$ cat src/rtl/pingpong_pkg.sv
// pingpong_pkg: state type, default data width and log2 helper shared by the pingpong buffer and its arbiters.
package pingpong_pkg;

    typedef enum logic {IDLE, LOCK} state_e;

    localparam int DATA_WD_DEF = 8;

    function automatic int clog2(input int n);
        int r;
        r = 0;
        for (int i = 0; i < 31; i++) if ((1 << i) < n) r = i + 1;
        return r;
    endfunction

endpackage

$ cat src/rtl/pingpong_wr_arb_rr_pick.sv
// rr_pick: combinational circular first-one finder; returns the first set bit of req at or after ptr.
module rr_pick #(
    parameter int N = 4,
    parameter int W = 2
) (
    input  logic [N-1:0] req,
    input  logic [W-1:0] ptr,
    output logic         found,
    output logic [W-1:0] idx
);

    // Walking from the farthest offset down leaves the nearest hit as the final assignment.
    always_comb begin
        found = 1'b0;
        idx = '0;
        for (int k = N - 1; k >= 0; k--) begin
            if (req[W'((int'(ptr) + k) % N)]) begin
                found = 1'b1;
                idx = W'((int'(ptr) + k) % N);
            end
        end
    end

endmodule

$ cat src/rtl/pingpong_wr_arb.sv
// pingpong_wr_arb: round-robin burst arbiter sharing one pingpong buffer write port among REQ_NUM producers.
module pingpong_wr_arb
    import pingpong_pkg::*;
#(
    parameter int REQ_NUM   = 4,
    parameter int DATA_WD   = DATA_WD_DEF,
    parameter int MAX_BURST = 4,
    parameter int ID_WD     = (clog2(REQ_NUM) < 1) ? 1 : clog2(REQ_NUM)
) (
    input  logic                       clk,
    input  logic                       rst,
    input  logic [REQ_NUM-1:0]         req_valid,
    input  logic [REQ_NUM*DATA_WD-1:0] req_data,
    input  logic [REQ_NUM-1:0]         req_last,
    output logic [REQ_NUM-1:0]         req_ready,
    output logic                       buf_valid,
    output logic [DATA_WD-1:0]         buf_data,
    output logic [ID_WD-1:0]           buf_id,
    output logic                       buf_last,
    input  logic                       buf_ready,
    output logic                       busy
);

    localparam int CNT_WD = clog2(MAX_BURST + 1);
    localparam logic [ID_WD-1:0] LAST_ID = ID_WD'(REQ_NUM - 1);

    state_e state_q, state_d;
    logic [ID_WD-1:0] owner_q, owner_d, ptr_q, ptr_d, cand, sel, next_id;
    logic [CNT_WD-1:0] cnt_q, cnt_d;
    logic [DATA_WD-1:0] data_arr [REQ_NUM];
    logic found, vld, fire, last_beat;

    for (genvar g = 0; g < REQ_NUM; g++) begin : g_data
        assign data_arr[g] = req_data[g*DATA_WD +: DATA_WD];
    end

    rr_pick #(.N(REQ_NUM), .W(ID_WD)) u_pick (
        .req   (req_valid),
        .ptr   (ptr_q),
        .found (found),
        .idx   (cand)
    );

    // IDLE exposes the round-robin candidate, LOCK pins the owner until its burst ends.
    always_comb begin
        sel = (state_q == LOCK) ? owner_q : cand;
        vld = !rst && ((state_q == LOCK) ? req_valid[sel] : found);
        fire = vld && buf_ready;
        last_beat = req_last[sel] || ((state_q == LOCK) ? (int'(cnt_q) + 1 == MAX_BURST) : (MAX_BURST == 1));
        next_id = (sel == LAST_ID) ? '0 : sel + 1'b1;
        buf_valid = vld;
        buf_data = rst ? '0 : data_arr[sel];
        buf_id = rst ? '0 : sel;
        buf_last = !rst && req_last[sel];
        req_ready = '0;
        req_ready[sel] = fire;
        busy = !rst && (state_q == LOCK);
        state_d = (fire && last_beat) ? IDLE : ((state_q == LOCK || found) ? LOCK : IDLE);
        owner_d = (state_q == IDLE && found) ? cand : owner_q;
        ptr_d = (fire && last_beat) ? next_id : ptr_q;
        cnt_d = (fire && last_beat) ? '0 : ((state_q == LOCK) ? cnt_q : '0) + CNT_WD'(fire);
    end

    always_ff @(posedge clk) begin
        if (rst) begin
            state_q <= IDLE;
            owner_q <= '0;
            ptr_q <= '0;
            cnt_q <= '0;
        end else begin
            state_q <= state_d;
            owner_q <= owner_d;
            ptr_q <= ptr_d;
            cnt_q <= cnt_d;
        end
    end

endmodule
$ cat config.mk
export PLATFORM = sky130hd
export DESIGN_NAME = pingpong_wr_arb
export DESIGN_NICKNAME = d
export VERILOG_FILES = /design/src/rtl/pingpong_pkg.sv /design/src/rtl/pingpong_wr_arb_rr_pick.sv /design/src/rtl/pingpong_wr_arb.sv
export SDC_FILE = /design/constraint.sdc
export NUM_CORES = 1
export LEC_CHECK = 0
export ABC_AREA = 1
export CORE_MARGIN = 2
export CORE_UTILIZATION = 44
export CTS_CLUSTER_DIAMETER = 80
export DETAILED_ROUTE_END_ITERATION = 6
export PLACE_DENSITY = 0.9
export SLEW_MARGIN = 15
export SYNTH_ARGS = -nofsm -noshare
export SYNTH_HDL_FRONTEND = slang
export SYNTH_HIERARCHICAL = 1
export SYNTH_SLANG_ARGS = --single-unit
$ cat constraint.sdc
create_clock -name clk -period 6.5 [get_ports clk]
set_input_delay 0.65 -clock clk [delete_from_list [all_inputs] [get_ports clk]]
set_output_delay 0.65 -clock clk [all_outputs]
set_load 0.01 [all_outputs]
; Word-level counts from Yosys, hierarchy flattened
; Index checks and enable logic that the tools add are counted.
[totals]
ff_bits = 8
inputBits = 43
wordCells = 70
[classes]
add_sub_neg = 6
n_lt_le_gt_ge = 7
n_eq_ne = 2
mux = 37
n_bitwise = 3
n_reduce_logical = 11
[op_table]
columns = operator, n
row1 = $mux W8, 3
row2 = $mux W1, 18
row3 = $bmux W8 S2, 1
row4 = $lt A2 B4 Y1 const B, 4
row5 = $mux W2, 7
row6 = $bmux W1 S2, 6
row7 = $logic_and A1 B1 Y1, 7
row8 = $add A2 B1 Y2 const B, 2
row9 = $add A2 B2 Y2 const B, 2
row10 = $add A3 B1 Y4 const B, 1
row11 = $and A4 B4 Y4, 1
row12 = $eq A4 B3 Y1 const B, 1
row13 = $add A3 B1 Y3, 1
row14 = $ge A3 B3 Y1 const B, 1
row15 = $lt A2 B3 Y1 const B, 1
row16 = $mux W3, 1
row17 = $not A2 Y3, 1
row18 = $demux W1 S2, 1
row19 = $eq A2 B2 Y1 const B, 1
row20 = $ge A2 B1 Y1 const B, 1
row21 = $logic_or A1 B1 Y1, 2
row22 = $reduce_or A2 Y1, 1
row23 = $logic_not A1 Y1, 1
row24 = $not A1 Y1, 1

; Depth between registers and ports, before layout
; Gate-level depths: netlist of run 1.
[depth]
word_depth = 16
mapped_depth = 24
depth_no_buf = 23

; By module
; The synthesis of run 1 kept the hierarchy.
[by_module_without_submodules]
columns = mod, instances, cells_each, area_each_um2, seq_area_each_um2
row1 = pingpong_wr_arb, 1, 165, 980.9, 160.2
row2 = rr_pick, 1, 46, 212.7, 0.0

; Worst setup path before layout of run 1
; OpenSTA, ideal clock, no wires.
[synth_path]
path_kind = in2out
from = in req_valid[3]
to = out req_ready[0]
arrival_ps = 2111
slack_ps = 3739
path_stages = 19
path_buffers = 1
path_cell_list = inv_1 > nand2_2 > and2_4 > nand2_2 > nand2_2 > clkinv_2 > nand3_1 > nand2_1 > inv_1 > nand2_2 > nand2_2 > buf_6 > nand2_2 > nand3_2 > nand3_2 > nand2_1 > inv_2 > nand2_4 > nor2_2
[synth_between]
elab_chain_len = 14
[synth_lines]
columns = item, line
row1 = from (decl), pingpong_wr_arb.sv:12  ; input logic [REQ_NUM-1:0] req_valid,
row2 = $bmux W1 S2, pingpong_wr_arb_rr_pick.sv:17  ; if (req[W'((int'(ptr) + k) % N)]) begin
row3 = $mux W1 (not written as such) (2 in a row), pingpong_wr_arb_rr_pick.sv:17
row4 = $mux W2 (3 in a row), pingpong_wr_arb_rr_pick.sv:17
row5 = $mux W2 (*), pingpong_wr_arb_rr_pick.sv:17
row6 = named net cand[0], pingpong_wr_arb.sv:28  ; logic [ID_WD-1:0] owner_q, owner_d, ptr_q, ptr_d, cand, sel, next_id;
row7 = $mux W2 (*), pingpong_wr_arb.sv:46  ; sel = (state_q == LOCK) ? owner_q : cand;
row8 = $bmux W1 S2 (*), pingpong_wr_arb.sv:47  ; vld = !rst && ((state_q == LOCK) ? req_valid[sel] : found);
row9 = $mux W1 (not written as such) (*), pingpong_wr_arb.sv:47
row10 = $mux W1 (*), pingpong_wr_arb.sv:47
row11 = $logic_and A1 B1 Y1 (*), pingpong_wr_arb.sv:47
row12 = named net buf_valid, pingpong_wr_arb.sv:16  ; output logic buf_valid,
row13 = $logic_and A1 B1 Y1 (*), pingpong_wr_arb.sv:48  ; fire = vld && buf_ready;
row14 = $and A4 B4 Y4 (no source line) (*), --
row15 = to (decl), pingpong_wr_arb.sv:15  ; output logic [REQ_NUM-1:0] req_ready,
; Mark *: on every way through the listed nets, which the timed path passes. The rest lies on a longest branch. The select of a mux whose other input is x is not followed.

; Worst setup path in the final report of run 1
[layout_path]
from = in req_valid[3]
to = out req_ready[3]
[layout_between]
elab_chain_len = 14
[layout_lines]
columns = item, line
row1 = $bmux W1 S2, pingpong_wr_arb_rr_pick.sv:17
row2 = $mux W1 (not written as such) (2 in a row), pingpong_wr_arb_rr_pick.sv:17
row3 = $mux W2 (3 in a row), pingpong_wr_arb_rr_pick.sv:17
row4 = $mux W2 (*), pingpong_wr_arb_rr_pick.sv:17
row5 = named net cand[1], pingpong_wr_arb.sv:28
row6 = $mux W2 (*), pingpong_wr_arb.sv:46
row7 = "parallel branches: the longest is 5 deep, another holds $lt A2 B3 Y1", --
row8 = $and A4 B4 Y4 (no source line) (*), --
; Mark *: on every way through the listed nets, which the timed path passes. The select of a mux whose other input is x is not followed.

==> impl_metrics.csv, run 1 <==
group,metric,value,unit
status,status,"complete, no violations",
worst_setup_path,worstPathMaxFanout,12,
route,wl_per_cell,10.72,microns
power,power_leakage,0.8381,nW
global_routing,grt_pass1_vias,1252,
worst_setup_path,critPathKind,"in -> out",
finish,final_nets,315,
die,die_h,56.09,microns
synth,yosys.area.top_type,"nor2_1",
timing,worstMarginPinSlew,0.8117,ns
worst_setup_path,cp-start-kind,"primary input",
worst_setup_path,cp.arrival,3.54,ns
timing,hold_viol,0,
clock_network,cts_sinks,8,
power,comb_power_share,69.6,%
placed_design,gp_congestion,0.8726,
run,drv_cap,0,
synth,synth_seq_cells,8,
timing,relSlewSlack,45.52,%
synth,synth.avg_cell_area,5.657,sq um
timing,finClkSkew,0.004409,ns
die,io_pins,60,
finish,drive_gt1_share,10.98,%
synth,syn_nets,260,
synth,yosysSeqAreaShare,13.42,%
power,power.total,326.5,uW
global_routing,grtUsageTotal,20.74,%
clock_network,hold_buffers,0,
clock_network,numCtsBuffers,3,
global_routing,overflow,0,
timing,slew_violations,0,
clock_network,postCtsSetupBuffers,0,
timing,min_period_over_period,64.44,%
global_routing,grt_max_degree,23,
finish,stdcell_count,294,
clock_network,cts_root_buffer,"clkbuf_4",
finish,diodes,0,
placed_design,portBuffers,59,
clock_network,clock_latency,0.25,ns
power,p_per_area,184.4,nW/um^2
worst_setup_path,crit_required,5.85,ns
timing,finalCriticalPeriod,4.189,ns
clock_network,cts_tree,"yes",
die,coreArea,2522,sq um
finish,final_common_cell,"clkdlybuf4s50_1",
worst_setup_path,r2r_setup_slack,3.33,ns
route,first_pass_iters,4,
route,drtAntennaViolNets,0,
synth,ys_types,27,
power,p_seq_share,19.3,%
global_routing,antenna_found_initial,0,
synth,syn_area,1194,sq um
die,die-area,3146,sq um
min_path,worstHoldPathType,"reg -> reg",
worst_setup_path,crit_path_end_kind,"primary output",
finish,syn_to_final_growth,48.32,%
synth,synth_top_cell_area_share,14.78,%
power,peakVddDrop,0.1497,mV
timing,fin_tns_setup,0,ns
clock_network,max-clock-path-buffers,2,
placed_design,placedCellCount,291,
route,vias_per_cell,4.748,
finish,fillCellCount,216,
synth,synth.area.top_cells,"nor2_1 (15%), dfxtp_1 (13%), nand2_1 (11%), inv_1 (9.7%), ha_1 (6.3%)",
power,sw_frac_of_total,45.35,%
placed_design,dpl-instance-area,1748,sq um
finish,final_cell_mix,"clkdlybuf4s50_1 (59), nor2_1 (47), nand2_1 (35)",
die,row_count,18,
synth,syn_inst,211,
clock_network,htreeDepth,1,
die,fp.dieW,56.09,microns
route,first_iter_violations,93,
power,switching_power,148.1,uW
synth,yosys_warnings,6,
timing,finalSetupViolCount,0,
timing,rsz0062_at_grt,"no",
route,routed-via-count,1396,
placed_design,dp_hpwl,2.609,mm
power,p_int,178.4,uW
route,remaining_drc_errors,0,
power,clock_power_share,11.1,%
die,initial_core_util,47.32,%
clock_network,post_cts_resized,0,
global_routing,grt_pass1_wl,5.340,mm
route,routed_wl,3.151,mm
timing,fmax,238.7,MHz
finish,stdcell_area,1770,sq um
clock_network,clk_pin_slew_worst_paths,0.05,ns
-- worst max-delay path, stage by stage --
cell and delay, ns:
clkdlybuf4s50_1 0.47, inv_1 0.07, o21ai_2 0.16, nand2_1 0.07
nand2_1 0.06, nand3_1 0.07, a21boi_1 0.12, inv_1 0.08
o21ai_1 0.64, nand3_2 0.14, nand3_2 0.11, nand2_1 0.07
inv_2 0.08, nand2_4 0.08, nor2_2 0.10, clkdlybuf4s50_1 0.54
-- state kept, by name, summed over array words and instances, names as in the netlist --
signal	cells
cnt_q	3
ptr_q	2
state_q	1
owner_q	2
-- power groups by stage --
stage / registers [mW] / logic, mW / clock network, mW
floorplan: 0.0585 / 0.163 / 0
global placement: 0.0634 / 0.224 / 0
detailed placement: 0.0637 / 0.228 / 0
CTS: 0.0627 / 0.228 / 0.0383
global route: 0.0637 / 0.257 / 0.0398
finish: 0.0629 / 0.227 / 0.0362
-- path summary, 6_finish.rpt --
kind	startpoint	endpoint	cells after the start
worst max-delay path	req_valid[3]	req_ready[3]	16
worst min-delay path	owner_q[0]$_SDFFE_PP0P_	owner_q[0]$_SDFFE_PP0P_	2
worst max register to register	ptr_q[0]$_SDFFE_PP0P_	cnt_q[2]$_SDFF_PP0_	19
worst min register to register	owner_q[0]$_SDFFE_PP0P_	owner_q[0]$_SDFFE_PP0P_	2
-- synthesized netlist by cell type, drive strengths merged --
| cell type | instances |
|---|---|
| nand3 | 15 |
| buf | 8 |
| clkbuf | 1 |
| nand3b | 1 |
| o21ai | 21 |
| ha | 6 |
| dfxtp | 8 |
| inv | 34 |
| a21boi | 1 |
| a21oi | 13 |
| clkinv | 1 |
| a211oi | 1 |
| nor2 | 51 |
| nand2 | 47 |
| xor2 | 1 |
| nand4 | 1 |
| and2 | 1 |
-- per-stage QoR --
stage	util [%]	worst slack [ns]	hold slack [ns]
2_1_floorplan	-	3.739	0.4936
3_3_place_gp	69.30	2.383	0.5119
3_5_place_dp	69.30	2.316	0.5144
4_1_cts	70.19	2.311	0.5216
5_1_grt	70.19	2.046	0.5686
6_report	70.19	2.311	0.5193
-- logic make-up (layout without fill, tap and decap cells) --
kind of cell / count (synthesis) / in the layout / share of synthesized area [%]
and+or+nand+nor: 116 / 116 / 45.70
buffers and inverters: 44 / 97 / 17.71
AOI/OAI and AO/OA: 36 / 36 / 16.14
DFF: 8 / 8 / 13.42
adders and majority gates: 6 / 6 / 6.289
xor gates and xnor gates: 1 / 1 / 0.7339
-- metal layers --
layer	vias up	GRT usage (%)	wire length (microns)
met5	-	0	0
met4	0	6.122	37
met3	5	4.419	265
met2	51	34.45	1415
met1	578	26.74	1433
li1	762	-	-
-- final cells by class --
class | instances | area [sq um] | share of cell area (%)
Tap cell | 30 | 37.54 | 2.120
Clock buffer | 3 | 22.52 | 1.272
Sequential cell | 8 | 160.2 | 9.046
Timing Repair Buffer | 59 | 590.6 | 33.36
Multi-Input combinational cell | 159 | 822.0 | 46.43
Inverter | 35 | 137.6 | 7.774
Power figures use the tool's default switching activity.
==> run 2, diff against run 1 <==
Settings changed: CORE_UTILIZATION 44 to 40, PLACE_DENSITY 0.9 to 0.83.
Clock period 6.5 ns to 3.9 ns, I/O delays scaled along.
==> impl_metrics.csv, run 2 (synthesis gave the netlist of run 1 again) <==
group,metric,value,unit
status,status,"finished, violations left",
status,violations,"design-rule violations",
global_routing,grt_pass1_wl,5.271,mm
power,p_per_area,308.0,nW/um^2
route,remaining_drc_errors,10,
worst_setup_path,critPathMaxStageDelay,0.54,ns
worst_setup_path,crit_required,3.51,ns
min_path,worstHoldPathType,"reg -> reg",
route,wl_per_cell,10.85,microns
route,first_iter_violations,76,
clock_network,hold_buffers,0,
finish,syn_to_final_growth,49.16,%
global_routing,antenna_found_initial,0,
placed_design,dp_hpwl,2.522,mm
clock_network,clk_pin_slew_worst_paths,0.06,ns
route,first_pass_iters,6,
timing,finalSetupViolCount,0,
global_routing,grt_max_degree,23,
finish,drive_gt1_share,11.70,%
worst_setup_path,cp-start-kind,"primary input",
clock_network,clock_latency,0.26,ns
worst_setup_path,worstPathMaxFanout,21,
route,routed_wl,3.213,mm
finish,final_nets,316,
placed_design,gp_congestion,0.9070,
worst_setup_path,crit_chain,"clkdlybuf4s50_1 -> inv_1 -> nand2_2 -> and2_4 -> nand2_2 -> nand2_2 -> clkinv_2 -> nand2_1 -> nand2_1 -> nand2_1 -> inv_1 -> nand2_2 -> nand2_2 -> nand2_1 -> nand3_1 -> nand3_2 -> nand2_1 -> inv_2 -> nand2_4 -> nor2_2 -> clkdlybuf4s50_1",
power,peakVddDrop,0.1992,mV
die,die-area,3437,sq um
die,fp.dieW,58.63,microns
route,vias_per_cell,4.828,
run,drv_cap,0,
worst_setup_path,cp.arrival,3.13,ns
timing,min_period_over_period,90.18,%
die,row_count,19,
finish,final_common_cell,"clkdlybuf4s50_1",
worst_setup_path,critPathKind,"in -> out",
global_routing,overflow,0,
clock_network,htreeDepth,1,
clock_network,numCtsBuffers,3,
die,die_h,58.63,microns
clock_network,post_cts_resized,0,
route,routed-via-count,1429,
clock_network,max-clock-path-buffers,2,
clock_network,cts_root_buffer,"clkbuf_4",
placed_design,portBuffers,59,
power,power_leakage,0.8437,nW
power,power.total,548.4,uW
timing,finalCriticalPeriod,3.517,ns
timing,rsz0062_at_grt,"no",
worst_setup_path,cp_slowest_cell,"clkdlybuf4s50_1",
global_routing,grtUsageTotal,19.54,%
timing,slew_violations,0,
finish,fillCellCount,256,
worst_setup_path,crit_path_end_kind,"primary output",
timing,finClkSkew,0.002926,ns
clock_network,postCtsSetupBuffers,0,
finish,final_cell_mix,"clkdlybuf4s50_1 (59), nor2_1 (47), nand2_1 (35)",
timing,worstMarginPinSlew,0.6044,ns
finish,top_regs,"cnt_q x3, owner_q x2, ptr_q x2",
finish,regMostFlops,"cnt_q",
finish,diodes,0,
finish,largest_register_ffs,3,
clock_network,cts_sinks,8,
die,io_pins,60,
die,initial_core_util,42.55,%
timing,hold_viol,0,
timing,fmax,284.3,MHz
timing,fin_tns_setup,0,ns
global_routing,grt_pass1_vias,1236,
clock_network,cts_tree,"yes",
die,coreArea,2805,sq um
timing,relSlewSlack,59.58,%
route,drtAntennaViolNets,0,
## run 2: cell types whose count changed in the layout (fill, tap and decap cells not counted)
cell | previous run | this run
dfxtp_2 | 0 | 1
buf_4 | 0 | 1
dfxtp_1 | 8 | 7
## run 2: worst max-delay path, delay by kind of cell
kind	cells	cell delay [ns]
buffers and inverters	6	1.30
AND/OR/NAND/NOR	15	1.41
## run 2: power by group
part / internal, mW / total [mW] / switching [mW]
clock network: 0.0353 / 0.0650 / 0.0297
registers: 0.0903 / 0.105 / 0.0146
logic: 0.174 / 0.378 / 0.205
## run 2: layout make-up
type | count | area [sq um] | share of cell area (%)
repair buffers | 60 | 598.1 | 33.59
clock buffers | 3 | 22.52 | 1.265
well taps | 31 | 38.79 | 2.178
flip-flops and latches | 8 | 161.4 | 9.065
inverters | 35 | 137.6 | 7.730
multi-input cells | 159 | 822.0 | 46.17
## run 2: metal layers
metal	GRT usage (%)	wire length [microns]
met4	8.442	83
met1	23.32	1341
met3	5.055	399
met2	33.07	1389
met5	0	0
## run 2: path summary, 6_finish.rpt
check,startpoint,to,slack [ns],cells past startpoint
worst min register to register,owner_q[0]$_SDFFE_PP0P_,owner_q[0]$_SDFFE_PP0P_,0.54,2
worst min-delay path,owner_q[0]$_SDFFE_PP0P_,owner_q[0]$_SDFFE_PP0P_,0.54,2
worst max register to register,ptr_q[0]$_SDFFE_PP0P_,cnt_q[2]$_SDFF_PP0_,0.96,22
worst max-delay path,req_valid[3],req_ready[0],0.38,21
## run 2: through the flow
stage          instances  hold slack [ns]  util, %  cell area [sq um]  setup WS [ns]
3_5_place_dp         293           0.5252    62.62               1757         0.3594
6_report             296           0.5363    63.47               1780         0.3831
3_3_place_gp         293           0.5163    62.62               1757         0.4243
5_1_grt              296           0.5802    63.47               1780         0.1070
2_1_floorplan        211           0.4685        -               1194          1.468
4_1_cts              296           0.5367    63.43               1779         0.2529
==> run 3, diff against run 2 <==
Settings changed: PLACE_DENSITY 0.83 to default, PLACE_DENSITY_LB_ADDON from default to 0.05.
==> impl_metrics.csv, run 3 (synthesis gave the netlist of run 1 again) <==
group,metric,value,unit
status,status,"finished, violations left",
status,violations,"design-rule violations",
route,remaining_drc_errors,7,
clock_network,htreeDepth,1,
placed_design,place_ws,0.5025,ns
route,routed-via-count,1390,
timing,hold_viol,0,
finish,multiInputGateArea,822.0,sq um
worst_setup_path,cp-start-kind,"primary input",
timing,fmax,297.1,MHz
finish,syn_to_final_growth,50.31,%
finish,final_nets,318,
power,switching_power,249.4,uW
clock_network,post_cts_resized,0,
route,first_iter_violations,69,
finish,regMostFlops,"cnt_q",
route,first_pass_iters,6,
global_routing,use_met3,3.297,%
die,fp.dieW,58.63,microns
clock_network,postCtsSetupBuffers,0,
min_path,worstHoldPathType,"reg -> reg",
global_routing,grt_util_met2,35.79,%
die,die_h,58.63,microns
timing,finClkSkew,0.003121,ns
worst_setup_path,crit_path_frequent_cell,"nand2_1",
clock_network,cts_root_buffer,"clkbuf_4",
global_routing,grt_pass1_wl,5.554,mm
placed_design,gp_congestion,0.8232,
global_routing,gr-max-usage-layer,"met2",
timing,worstMarginPinSlew,0.5871,ns
finish,drive_gt1_share,11.99,%
timing,relSlewSlack,60.86,%
route,wl_per_cell,11.15,microns
worst_setup_path,crit_required,3.51,ns
worst_setup_path,crit_buf_inv,5,
timing,finalCriticalPeriod,3.366,ns
finish,final_common_cell,"clkdlybuf4s50_1",
timing,fin_tns_setup,0,ns
global_routing,grtUsageTotal,20.02,%
finish,stdcell_area,1794,sq um
worst_setup_path,critPathKind,"in -> out",
clock_network,cts_sinks,8,
worst_setup_path,critPathMaxStageDelay,0.56,ns
timing,slew_violations,0,
die,die-area,3437,sq um
route,drtAntennaViolNets,0,
finish,stdcell_count,298,
power,power_leakage,0.8533,nW
die,row_count,19,
power,peakVddDrop,0.2135,mV
worst_setup_path,worstPathMaxFanout,14,
route,vias_per_cell,4.664,
global_routing,grt_max_degree,23,
finish,final_cell_mix,"clkdlybuf4s50_1 (59), nor2_1 (47), nand2_1 (35)",
placed_design,placedCellCount,295,
worst_setup_path,cp_slowest_cell,"clkdlybuf4s50_1",
global_routing,grtUsageMet1,25.37,%
power,clock_power_share,10.8,%
route,routed_wl,3.324,mm
power,p_int,303.9,uW
timing,min_period_over_period,86.30,%
worst_setup_path,crit_path_end_kind,"primary output",
clock_network,cts_tree,"yes",
run,drv_cap,0,
global_routing,overflow,0,
die,io_pins,60,
power,sw_frac_of_total,45.08,%
global_routing,grt_pass1_vias,1307,
clock_network,hold_buffers,0,
placed_design,dpl-instance-area,1772,sq um
clock_network,clk_pin_slew_worst_paths,0.05,ns
die,initial_core_util,42.55,%
finish,regArea,160.2,sq um
finish,largest_register_ffs,3,
power,p_per_area,308.4,nW/um^2
power,p_seq_share,18.7,%
clock_network,max-clock-path-buffers,2,
timing,layout_setup_ws,0.5344,ns
global_routing,antenna_found_initial,0,
timing,rsz0062_at_grt,"no",
die,coreArea,2805,sq um
worst_setup_path,crit_chain,"clkdlybuf4s50_1 -> inv_1 -> o21ai_1 -> nand2_1 -> nand3_1 -> nand2_1 -> nand2_1 -> nand2_1 -> inv_1 -> nand2_2 -> nand2_2 -> buf_4 -> nor2_1 -> nor2_1 -> o21ai_0 -> a21oi_1 -> clkdlybuf4s50_1",
finish,top_regs,"cnt_q x3, owner_q x2, ptr_q x2",
clock_network,clock_latency,0.24,ns
finish,utilization,63.96,%
worst_setup_path,crit_family,"buffers and inverters",
power,comb_power_share,70.6,%
finish,diodes,0,
timing,finalSetupViolCount,0,
worst_setup_path,cp.arrival,2.98,ns
placed_design,portBuffers,59,
placed_design,dp_hpwl,2.694,mm
finish,fillCellCount,269,
clock_network,numCtsBuffers,3,
[run 3: metrics by stage]
stage	hold slack [ns]	power, mW
final	0.5209	0.5534
after global routing	0.5553	0.6117
after CTS	0.5257	0.5612
after detailed placement	0.5183	0.4985
after global placement	0.5212	0.4978
after floorplan	0.4685	0.3700
[run 3: worst paths after layout]
path / to / slack [ns] / depth (start not counted) / from
hold / removal: owner_q[0]$_SDFFE_PP0P_ / 0.52 / 2 / owner_q[0]$_SDFFE_PP0P_
setup / recovery: buf_data[3] / 0.53 / 17 / req_valid[1]
setup reg to reg: cnt_q[2]$_SDFF_PP0_ / 1.04 / 22 / ptr_q[0]$_SDFFE_PP0P_
hold reg to reg: owner_q[0]$_SDFFE_PP0P_ / 0.52 / 2 / owner_q[0]$_SDFFE_PP0P_
[run 3: power by group through the flow]
stage,logic [mW],registers [mW],clock network (mW)
final,0.390,0.103,0.0597
after global routing,0.439,0.105,0.0675
after CTS,0.395,0.103,0.0633
after detailed placement,0.394,0.105,0
after global placement,0.393,0.105,0
after floorplan,0.272,0.0976,0
[run 3: cell type report]
type | count | share of cell area (%)
multi-input cells | 159 | 45.82
repair buffers | 62 | 34.17
flip-flops and latches | 8 | 8.926
inverters | 35 | 7.671
well taps | 31 | 2.162
clock buffers | 3 | 1.255
[run 3: metal layers]
layer	vias up	routed length [microns]
met5	-	0
met4	0	12
met3	2	242
met2	35	1478
met1	585	1589
li1	768	-
[run 3: worst reg2reg max path, delay by kind of cell, from the launching register on]
kind / cells / cell delay (ns)
AND/OR/NAND/NOR: 15 / 1.40
buffers and inverters: 4 / 0.30
adder cells (fa/ha/maj): 2 / 0.39
XOR/XNOR: 1 / 0.17
flip-flops: 1 / 0.50
